File: src/rtl/div_pkg.sv
// Shared definitions for the divider responder: default operand width,
// FSM state encoding and the quotient returned on divide-by-zero.
package div_pkg;

  localparam int DIV_DATA_W = 32;

  typedef enum logic [1:0] {
    IDLE = 2'd0,
    CALC = 2'd1,
    DONE = 2'd2
  } div_state_e;

  // Quotient reported for a zero divisor in both signed and unsigned modes.
  localparam logic [DIV_DATA_W-1:0] DIV0_QUOT = '1;

endpackage

File: src/rtl/div_axis_responder_if.sv
// Stream bundle between the EXE-stage initiator and the divider responder.
//
// Handshake rule for every channel: a beat transfers on a rising clock edge
// where tvalid and tready are both 1. Once raised, tvalid and tdata hold
// steady until that edge. The responder's slave treadys are a function of
// the tvalids (both operands must be presented together), and the master
// tvalid never depends on the initiator's tready.
interface div_axis_responder_if
  import div_pkg::*;
#(
  parameter int DATA_W = DIV_DATA_W
);

  logic [DATA_W-1:0]   s_axis_dividend_tdata;
  logic                s_axis_dividend_tvalid;
  logic                s_axis_dividend_tready;
  logic [DATA_W-1:0]   s_axis_divisor_tdata;
  logic                s_axis_divisor_tvalid;
  logic                s_axis_divisor_tready;
  logic                s_div_signed;
  logic [2*DATA_W-1:0] m_axis_dout_tdata;
  logic                m_axis_dout_tvalid;
  logic                m_axis_dout_tready;

  // Responder (divider) side.
  modport slave (
    input  s_axis_dividend_tdata, s_axis_dividend_tvalid,
    output s_axis_dividend_tready,
    input  s_axis_divisor_tdata, s_axis_divisor_tvalid,
    output s_axis_divisor_tready,
    input  s_div_signed,
    output m_axis_dout_tdata, m_axis_dout_tvalid,
    input  m_axis_dout_tready
  );

  // Initiator (pipeline) side.
  modport master (
    output s_axis_dividend_tdata, s_axis_dividend_tvalid,
    input  s_axis_dividend_tready,
    output s_axis_divisor_tdata, s_axis_divisor_tvalid,
    input  s_axis_divisor_tready,
    output s_div_signed,
    input  m_axis_dout_tdata, m_axis_dout_tvalid,
    output m_axis_dout_tready
  );

endinterface

File: src/rtl/div_nr_step.sv
// One radix-2 non-restoring divide step. The partial remainder is kept
// W+1 bits wide; the shifted value may wrap, but the post-add/subtract
// result always lies in [-b, b) and so is exact modulo 2^(W+1).
module div_nr_step #(
  parameter int DATA_W = 32
) (
  input  logic [DATA_W:0]   r_in,
  input  logic              q_msb,
  input  logic [DATA_W-1:0] b,
  input  logic              r_neg,
  output logic [DATA_W:0]   r_out,
  output logic              r_neg_out,
  output logic              q_bit
);

  logic [DATA_W:0] shifted;
  logic [DATA_W:0] b_ext;

  // Shift in the next dividend bit, then subtract b from a non-negative
  // remainder or add it back to a negative one.
  always_comb begin
    shifted   = {r_in[DATA_W-1:0], q_msb};
    b_ext     = {1'b0, b};
    r_out     = r_neg ? (shifted + b_ext) : (shifted - b_ext);
    r_neg_out = r_out[DATA_W];
    q_bit     = ~r_out[DATA_W];
  end

endmodule

File: src/rtl/div_axis_responder.sv
// Divider responder: accepts a dividend/divisor pair, runs DATA_W
// non-restoring steps on magnitudes, applies sign fixups and presents
// {quotient, remainder} on the result stream until the initiator takes it.
module div_axis_responder
  import div_pkg::*;
#(
  parameter int DATA_W = DIV_DATA_W
) (
  input  logic                   clk,
  input  logic                   reset,
  input  logic                   flush,
  div_axis_responder_if.slave    axis,
  output logic                   busy,
  output div_state_e             dbg_state
);

  localparam int CNT_W = $clog2(DATA_W);
  localparam logic [CNT_W-1:0] LAST_STEP = CNT_W'(DATA_W - 1);

  div_state_e          state;
  logic [CNT_W-1:0]    count;
  logic [DATA_W:0]     r_q;
  logic [DATA_W-1:0]   q_q;
  logic [DATA_W-1:0]   b_q;
  logic                q_sign;
  logic                r_sign;
  logic                div0;
  logic [2*DATA_W-1:0] dout_tdata;
  logic                dout_tvalid;

  logic                accept;
  logic                a_neg;
  logic                b_neg;
  logic [DATA_W:0]     r_nxt;
  logic                r_neg_nxt;
  logic                q_bit;
  logic [DATA_W-1:0]   q_fin;
  logic [DATA_W:0]     r_fix;
  logic [DATA_W-1:0]   quot;
  logic [DATA_W-1:0]   rem;

  // Both operands must arrive together; nothing is taken while flushing,
  // resetting or working on a previous pair.
  always_comb begin
    accept = (state == IDLE) && axis.s_axis_dividend_tvalid &&
             axis.s_axis_divisor_tvalid && !flush && !reset;
    a_neg  = axis.s_div_signed && axis.s_axis_dividend_tdata[DATA_W-1];
    b_neg  = axis.s_div_signed && axis.s_axis_divisor_tdata[DATA_W-1];
  end

  assign axis.s_axis_dividend_tready = accept;
  assign axis.s_axis_divisor_tready  = accept;
  assign axis.m_axis_dout_tdata      = dout_tdata;
  assign axis.m_axis_dout_tvalid     = dout_tvalid;
  assign busy                        = (state != IDLE);
  assign dbg_state                   = state;

  div_nr_step #(.DATA_W(DATA_W)) u_step (
    .r_in      (r_q),
    .q_msb     (q_q[DATA_W-1]),
    .b         (b_q),
    .r_neg     (r_q[DATA_W]),
    .r_out     (r_nxt),
    .r_neg_out (r_neg_nxt),
    .q_bit     (q_bit)
  );

  // Result of the final step: restore a negative remainder, then apply signs.
  always_comb begin
    q_fin = {q_q[DATA_W-2:0], q_bit};
    r_fix = r_neg_nxt ? (r_nxt + {1'b0, b_q}) : r_nxt;
    quot  = q_sign ? -q_fin : q_fin;
    rem   = r_sign ? -r_fix[DATA_W-1:0] : r_fix[DATA_W-1:0];
  end

  // Control FSM with the datapath registers it owns.
  always_ff @(posedge clk or posedge reset) begin
    if (reset) begin
      state       <= IDLE;
      count       <= '0;
      r_q         <= '0;
      q_q         <= '0;
      b_q         <= '0;
      q_sign      <= 1'b0;
      r_sign      <= 1'b0;
      div0        <= 1'b0;
      dout_tdata  <= '0;
      dout_tvalid <= 1'b0;
    end else begin
      case (state)
        IDLE: begin
          if (accept) begin
            // A zero divisor keeps the raw dividend in q so it can be
            // returned untouched as the remainder.
            div0   <= (axis.s_axis_divisor_tdata == '0);
            q_q    <= (axis.s_axis_divisor_tdata == '0) ? axis.s_axis_dividend_tdata :
                      a_neg ? -axis.s_axis_dividend_tdata : axis.s_axis_dividend_tdata;
            b_q    <= b_neg ? -axis.s_axis_divisor_tdata : axis.s_axis_divisor_tdata;
            q_sign <= a_neg ^ b_neg;
            r_sign <= a_neg;
            r_q    <= '0;
            count  <= '0;
            state  <= CALC;
          end
        end
        CALC: begin
          if (flush) begin
            state <= IDLE;
          end else if (div0) begin
            dout_tdata  <= {DATA_W'(DIV0_QUOT), q_q};
            dout_tvalid <= 1'b1;
            state       <= DONE;
          end else begin
            r_q   <= r_nxt;
            q_q   <= q_fin;
            count <= count + 1'b1;
            if (count == LAST_STEP) begin
              dout_tdata  <= {quot, rem};
              dout_tvalid <= 1'b1;
              state       <= DONE;
            end
          end
        end
        DONE: begin
          if (flush || axis.m_axis_dout_tready) begin
            dout_tvalid <= 1'b0;
            state       <= IDLE;
          end
        end
        default: state <= IDLE;
      endcase
    end
  end

endmodule

File: src/flat_wrapper.sv
// flat-port wrapper written by rule: the top's interface ports become plain ports
module div_axis_responder_flat import div_pkg::*;
#(
  parameter int DATA_W = DIV_DATA_W
)
  (clk, reset, flush, busy, dbg_state, axis_s_axis_dividend_tdata, axis_s_axis_dividend_tvalid, axis_s_axis_dividend_tready, axis_s_axis_divisor_tdata, axis_s_axis_divisor_tvalid, axis_s_axis_divisor_tready, axis_s_div_signed, axis_m_axis_dout_tdata, axis_m_axis_dout_tvalid, axis_m_axis_dout_tready);
  div_axis_responder_if #(.DATA_W(DATA_W)) axis_i ();
  input  logic clk;
  input  logic reset;
  input  logic flush;
  output logic busy;
  output div_state_e dbg_state;
  input wire logic [$bits(axis_i.s_axis_dividend_tdata)-1:0] axis_s_axis_dividend_tdata;
  input wire logic [$bits(axis_i.s_axis_dividend_tvalid)-1:0] axis_s_axis_dividend_tvalid;
  output wire logic [$bits(axis_i.s_axis_dividend_tready)-1:0] axis_s_axis_dividend_tready;
  input wire logic [$bits(axis_i.s_axis_divisor_tdata)-1:0] axis_s_axis_divisor_tdata;
  input wire logic [$bits(axis_i.s_axis_divisor_tvalid)-1:0] axis_s_axis_divisor_tvalid;
  output wire logic [$bits(axis_i.s_axis_divisor_tready)-1:0] axis_s_axis_divisor_tready;
  input wire logic [$bits(axis_i.s_div_signed)-1:0] axis_s_div_signed;
  output wire logic [$bits(axis_i.m_axis_dout_tdata)-1:0] axis_m_axis_dout_tdata;
  output wire logic [$bits(axis_i.m_axis_dout_tvalid)-1:0] axis_m_axis_dout_tvalid;
  input wire logic [$bits(axis_i.m_axis_dout_tready)-1:0] axis_m_axis_dout_tready;
  assign axis_i.s_axis_dividend_tdata = axis_s_axis_dividend_tdata;
  assign axis_i.s_axis_dividend_tvalid = axis_s_axis_dividend_tvalid;
  assign axis_s_axis_dividend_tready = axis_i.s_axis_dividend_tready;
  assign axis_i.s_axis_divisor_tdata = axis_s_axis_divisor_tdata;
  assign axis_i.s_axis_divisor_tvalid = axis_s_axis_divisor_tvalid;
  assign axis_s_axis_divisor_tready = axis_i.s_axis_divisor_tready;
  assign axis_i.s_div_signed = axis_s_div_signed;
  assign axis_m_axis_dout_tdata = axis_i.m_axis_dout_tdata;
  assign axis_m_axis_dout_tvalid = axis_i.m_axis_dout_tvalid;
  assign axis_i.m_axis_dout_tready = axis_m_axis_dout_tready;
  div_axis_responder #(.DATA_W(DATA_W)) u_core (.clk(clk), .reset(reset), .flush(flush), .axis(axis_i), .busy(busy), .dbg_state(dbg_state));
endmodule
File: config.mk
export PLATFORM = sky130hd
export DESIGN_NAME = div_axis_responder_flat
export DESIGN_NICKNAME = d
export VERILOG_FILES = /design/src/rtl/div_pkg.sv /design/src/rtl/div_axis_responder_if.sv /design/src/rtl/div_nr_step.sv /design/src/rtl/div_axis_responder.sv /design/src/flat_wrapper.sv
export SDC_FILE = /design/constraint.sdc
export NUM_CORES = 1
export LEC_CHECK = 0
export BUFFER_PORTS_ARGS = -buffer_cell sky130_fd_sc_hd__clkbuf_2
export CORE_MARGIN = 2
export CORE_UTILIZATION = 35
export DETAILED_ROUTE_END_ITERATION = 7
export GPL_ROUTABILITY_DRIVEN = 0
export PLACE_DENSITY_LB_ADDON = 0.12
export SLEW_MARGIN = 25
export SYNTH_ARGS = -nofsm -noshare
export SYNTH_HDL_FRONTEND = slang
export SYNTH_SLANG_ARGS = --single-unit
export TNS_END_PERCENT = 1
File: constraint.sdc
create_clock -name clk -period 21.6 [get_ports clk]
set_clock_uncertainty 0.15 [all_clocks]
set_input_delay 2.16 -clock clk [delete_from_list [all_inputs] [get_ports clk]]
set_output_delay 2.16 -clock clk [all_outputs]
set_load 0.03 [all_outputs]
* Yosys cells after proc, flatten, opt, wreduce, memory -nomap -nowiden *
Cells that the tools add are included.

word-level totals
  word-level logic and storage cells = 82
  register bits after elaboration = 172

cells by class
  bitwise logic cells = 3
  equality and inequality tests = 9
  $add $sub $neg = 8
  reduce and logical (&&, ||, !) cells = 20
  mux-type cells = 32

operators with widths
  operator                                       number
  2-to-1 mux 32 bit                              9
  2-to-1 mux 33 bit                              4
  2-to-1 mux 64 bit                              2
  negation 32 bit                                4
  case mux 33 bit (2 select lines)               1
  case mux 32 bit (2 select lines)               1
  adder 33 x 32 -> 33 bit                        1
  subtractor 33 x 32 -> 33 bit                   1
  adder 32 bit                                   1
  zero test 32 bit                               1
  2-to-1 mux 5 bit                               3
  2-to-1 mux 2 bit                               5
  case mux 5 bit (2 select lines)                1
  AND reduction 4 bit                            2
  nonzero test 2 bit                             4
  logical AND 1 bit                              6
  != test 2 bit, second input constant           3
  case mux 2 bit (3 select lines)                1
  AND reduction 3 bit                            2
  adder 5 x 1 -> 5 bit, second input constant    1
  == test 5 bit, second input constant           1
  2-to-1 mux 1 bit                               4
  != test 4 x 2 -> 1 bit, second input constant  1
  != test 3 x 1 -> 1 bit, second input constant  1
  10 further kinds                               12

* Logic depth before layout (Yosys ltp) *
  depth after elaboration = 8
  mapped depth = 32
  gate-level depth less buffers = 27

* Hierarchy *
Synthesis repeated with hierarchy kept, for this count alone.

unflattened totals
  cells, all modules = 1704
  area, all modules = 13958.4 um2

modules (own cells, without submodules)
  module              instances  area each (um2)  cells each  seq. area each (um2)
  div_axis_responder  1          11604.9          1366        4304.1
  div_nr_step         1          2353.5           338         0.0

* Worst setup path before layout *
Ideal clock, no wire load.

  path kind = register -> register
  from = register u_core.b_q[1]
  to = register u_core.dout_tdata[31] (netlist: u_core.axis.m_axis_dout_tdata[31])
  library setup time = 131 ps
  stages on the path, launching flop included = 25
  data arrival time = 6797 ps
  required time = 21319 ps
  path slack = 14522 ps
  path through = dfrtp_1 > inv_1 > ha_1 > or4b_4 > nor4_4 > nor4bb_1 > a21oi_1 > xor2_1 > ha_1 > a21oi_1 > o21ai_0 > a2111oi_0 > a2bb2oi_1 > ha_1 > a21oi_1 > o21ai_0 > a32oi_1 > nor2_1 > or4b_2 > and3_1 > o21ai_0 > or4bb_1 > nor4_1 > nor4_1 > or3_1

on the way
  cells in the longest elaborated chain, start to end = 8
  elaborated cells on any way between the ends = 9
  those cells by class = add/sub (4); mux (5)

ends and longest elaborated chain
  element                                                                  line                       text
  from (decl)                                                              div_axis_responder.sv:24   logic [DATA_W-1:0] b_q;
  from (signal assigned)                                                   div_axis_responder.sv:98   b_q <= b_neg ? -axis.s_axis_divisor_tdata : axis.s_axis_divisor_tdata;
  subtractor 33 x 32 -> 33 bit or adder 33 x 32 -> 33 bit (tied branches)  div_nr_step.sv:24          r_out = r_neg ? (shifted + b_ext) : (shifted - b_ext);
  2-to-1 mux 33 bit                                                        div_nr_step.sv:24
  adder 32 bit                                                             div_axis_responder.sv:71   r_fix = r_neg_nxt ? (r_nxt + {1'b0, b_q}) : r_nxt;
  2-to-1 mux 32 bit *                                                      div_axis_responder.sv:71
  negation 32 bit                                                          div_axis_responder.sv:73   rem = r_sign ? -r_fix[DATA_W-1:0] : r_fix[DATA_W-1:0];
  2-to-1 mux 32 bit *                                                      div_axis_responder.sv:73
  2-to-1 mux 64 bit *                                                      div_axis_responder.sv:117  if (count == LAST_STEP) begin
  2-to-1 mux 64 bit *                                                      div_axis_responder.sv:109  end else if (div0) begin
  to (signal assigned)                                                     div_axis_responder.sv:110  dout_tdata <= {DATA_W'(DIV0_QUOT), q_q};
  to (signal assigned)                                                     div_axis_responder.sv:118  dout_tdata <= {quot, rem};
  to (decl)                                                                div_axis_responder.sv:28   logic [2*DATA_W-1:0] dout_tdata;

Mark *: on every way between the ends. The rest lies on a longest branch, timed or not. The select of a mux whose other input is x is not followed.
A chain may end at the register's enable or synchronous reset.

* Worst setup path after layout *
  from = register u_core.b_q[0]
  to = register u_core.dout_tdata[31] (netlist: u_core.axis.m_axis_dout_tdata[31])

Same word-level chain as after synthesis.

==> impl_metrics.env <==
export IMPL_cts_hold_buffers_added=0
export IMPL_synth_distinct_cells=84
export IMPL_first_pass_iters=6
export IMPL_grt_ovfl_total=0
export IMPL_setup_viol_count_final=0
export IMPL_hold_path_class="register to register"
export IMPL_crit_family="simple AND/OR/NAND/NOR gates"
export IMPL_min_from="u_core.axis.m_axis_dout_tdata[7]$_DFFE_PP0P_"
export IMPL_finalCriticalPeriod_ns=8.471
export IMPL_hold_path_depth=2
export IMPL_cp_arrival_ns=8.66
export IMPL_worst_slack_ns=13.13
export IMPL_syn_avg_cell_area_um2=7.865
export IMPL_drv_cap=0
export IMPL_grt_setup_unrepaired="false"
export IMPL_postCtsSetupBuffers=0
export IMPL_final_cells=2541
export IMPL_die_h_um=211.2
export IMPL_drc_errors=0
export IMPL_crit_chain="inv_1 -> ha_1 -> or4b_4 -> nor4_4 -> nor4bb_1 -> a21oi_1 -> xor2_1 -> ha_1 -> a21oi_1 -> o21ai_0 -> a2111oi_0 -> a2bb2oi_1 -> ha_1 -> a21oi_1 -> o21ai_0 -> a32oi_1 -> nor2_1 -> or4b_2 -> and3_1 -> o21ai_0 -> or4bb_1 -> nor4_1 -> nor4_1 -> or3_1"
export IMPL_post_cts_resized=0
export IMPL_path_class="register to register"
export IMPL_grt_pass1_vias=13700
export IMPL_reg2regPathDepth=24
export IMPL_most_common_layout_cells="nand2_1 (217), o21ai_0 (186), a21oi_1 (186)"
export IMPL_viasPerCell=5.638
export IMPL_cp_required_ns=21.79
export IMPL_synth_seq_cells=172
export IMPL_synth_warnings=0
export IMPL_mostFrequentLayoutCell="nand2_1"
export IMPL_r2r_end="u_core.axis.m_axis_dout_tdata[31]$_DFFE_PP0P_"
export IMPL_grt_pass1_wl_mm=77.68
export IMPL_cts_buffers=17
export IMPL_synth_area_mm2=0.01503
export IMPL_die_w_um=211.2
export IMPL_area_delta_synth_final_pct=12.03
export IMPL_outcome="completed"
export IMPL_n_antenna_cell=0
export IMPL_holdPathEnd="u_core.axis.m_axis_dout_tdata[7]$_DFFE_PP0P_"
export IMPL_routedWlPerCell_um=19.30
export IMPL_row_count=75
export IMPL_drive_above_1_share_pct=11.79
export IMPL_synthCells=1911
export IMPL_worst_pin_slew_ns=0.8059
export IMPL_dp_cells=2508
export IMPL_crit_reg2reg_launch="u_core.b_q[0]$_DFFE_PP0P_"
export IMPL_path_clk_slew_ns=0.07
export IMPL_syn_num_nets=2062
export IMPL_clockRootBuffer="clkbuf_16"
export IMPL_grt_usage_pct=22.22
export IMPL_timing_final_crit_share_pct=39.22
export IMPL_num_vias=14330
export IMPL_cpMaxStageDelayCell="or4b_2"
export IMPL_antenna_found_initial=0
export IMPL_insertion_delay_ns=0.47
export IMPL_final_util_pct=39.96
export IMPL_end_kind="register"
export IMPL_maxSlewViolCount=0
export IMPL_max_freq_ghz=0.1180
export IMPL_routed_wl_mm=49.05
export IMPL_cp_num_buf_inv=1
export IMPL_cp_max_fo=7
export IMPL_io_buffers=140
export IMPL_hold_viol=0
export IMPL_rrSetupSlack_ns=13.13
export IMPL_crit_path_max_incr_delay_ns=0.66
export IMPL_htreeDepth=4
export IMPL_dieArea_mm2=0.04461
export IMPL_hpwl_mm=38.30
export IMPL_cts_tree="yes"
export IMPL_initial_utilization_pct=35.67
export IMPL_cts_sinks=172
export IMPL_core_area_mm2=0.04213
export IMPL_io_pins=141
export IMPL_synthArstFlopShare_pct=100.0
export IMPL_drtIter0Drc=1041
export IMPL_fin_tns_setup_ns=0
export IMPL_post_place_ws_ns=13.33
export IMPL_cts_buffer_depth=2
export IMPL_ys_seq_area_share_pct=28.64
export IMPL_ys_flop_type="dfrtp_1"
export IMPL_critPathLaunchType="register"
export IMPL_max_slew_margin_rel_pct=45.91
export IMPL_postRouteAntennaNets=0
export IMPL_nets=2140
export IMPL_grt_max_degree=99
export IMPL_synth_edff_count=0
==> worst max path at each step <==
stage                               from                                       endpoint  cells after the start
2_1_floorplan  u_core.b_q[1]$_DFFE_PP0P_  u_core.axis.m_axis_dout_tdata[31]$_DFFE_PP0P_                     24
3_3_place_gp   u_core.b_q[0]$_DFFE_PP0P_  u_core.axis.m_axis_dout_tdata[31]$_DFFE_PP0P_                     24
3_5_place_dp   u_core.b_q[1]$_DFFE_PP0P_  u_core.axis.m_axis_dout_tdata[31]$_DFFE_PP0P_                     24
4_1_cts        u_core.b_q[1]$_DFFE_PP0P_  u_core.axis.m_axis_dout_tdata[31]$_DFFE_PP0P_                     24
5_1_grt        u_core.b_q[1]$_DFFE_PP0P_  u_core.axis.m_axis_dout_tdata[31]$_DFFE_PP0P_                     25
6_report       u_core.b_q[0]$_DFFE_PP0P_  u_core.axis.m_axis_dout_tdata[31]$_DFFE_PP0P_                     24
==> layer usage <==
metal / GRT usage (%) / wire [um] / vias up
li1: - / - / 7123
met1: 32.15 / 24170 / 6758
met2: 34.85 / 21620 / 402
met3: 3.197 / 2468 / 43
met4: 5.197 / 786 / 0
met5: 0 / 0 / -
==> cell usage after synthesis, drive strengths merged (13+ instances only) <==
library cell / n / area [um2]
o31ai: 25 / 187.7
nand2: 218 / 834.6
a31oi: 31 / 193.9
o211ai: 18 / 135.1
o21a: 22 / 165.2
xnor2: 75 / 656.9
ha: 78 / 975.9
and2: 14 / 87.59
a22o: 30 / 262.8
nor4: 22 / 165.2
or2: 14 / 87.58
mux2i: 34 / 340.3
nor2: 176 / 660.6
and3: 19 / 118.9
o41ai: 13 / 113.9
nand4: 21 / 131.4
a21oi: 186 / 930.9
or3: 26 / 162.7
nor3: 48 / 245.2
or4: 18 / 138.9
buf: 16 / 103.9
nand3: 34 / 170.2
o21ai: 193 / 965.9
inv: 42 / 160.2
dfrtp: 172 / 4304
clkbuf: 86 / 322.8
a21o: 20 / 150.1
a211oi: 19 / 155.2
xor2: 110 / 963.4
==> worst register-to-register path: stages, from the launching register on <==
cell	delay (ns)
dfrtp_1	0.48
inv_1	0.11
ha_1	0.22
or4b_4	0.52
nor4_4	0.38
nor4bb_1	0.53
a21oi_1	0.16
xor2_1	0.16
ha_1	0.39
a21oi_1	0.23
o21ai_0	0.28
a2111oi_0	0.47
a2bb2oi_1	0.55
ha_1	0.41
a21oi_1	0.21
o21ai_0	0.15
a32oi_1	0.43
nor2_1	0.14
or4b_2	0.66
and3_1	0.18
o21ai_0	0.20
or4bb_1	0.51
nor4_1	0.33
nor4_1	0.11
or3_1	0.37
==> per-stage QoR <==
| step | area [um2] | hold slack [ns] |
|---|---|---|
| after floorplan | 15030 | 0.3063 |
| after global placement | 16170 | 0.3239 |
| after detailed placement | 16180 | 0.3302 |
| after CTS | 16810 | 0.3503 |
| after global routing | 16840 | 0.3683 |
| final | 16840 | 0.3400 |
==> kinds of logic (layout without fill, tap and decap cells) <==
family | Yosys count | after routing | synth area share [%]
flip-flops | 172 | 172 | 28.64
buffers and inverters | 145 | 236 | 3.929
adder cells (fa/ha/maj) | 80 | 80 | 6.760
XOR/XNOR | 185 | 185 | 10.78
AO/OA/AOI/OAI | 632 | 632 | 26.17
AND/OR/NAND/NOR | 659 | 659 | 21.16
multiplexers | 38 | 38 | 2.564
==> sequential cells by signal (all words and copies together) (netlist names) <==
name                            flops
u_core.r_sign                       1
u_core.r_q                         33
u_core.q_sign                       1
u_core.b_q                         32
u_core.count                        5
u_core.axis.m_axis_dout_tvalid      1
u_core.dbg_state                    2
u_core.q_q                         32
u_core.axis.m_axis_dout_tdata      64
u_core.div0                         1
==> layout make-up <==
| class | instances | area (um2) |
|---|---|---|
| clock buffer | 18 | 429.2 |
| clock inverter | 14 | 205.2 |
| fill | 4419 | 25300 |
| inverter | 43 | 171.4 |
| multi-input combinational | 1594 | 10180 |
| sequential | 172 | 4304 |
| tap | 539 | 674.4 |
| timing repair buffer | 161 | 874.6 |
Power is left out: the tool's default activity adds up to more than one toggle a clock period on the data nets, which glitch-free logic cannot reach.
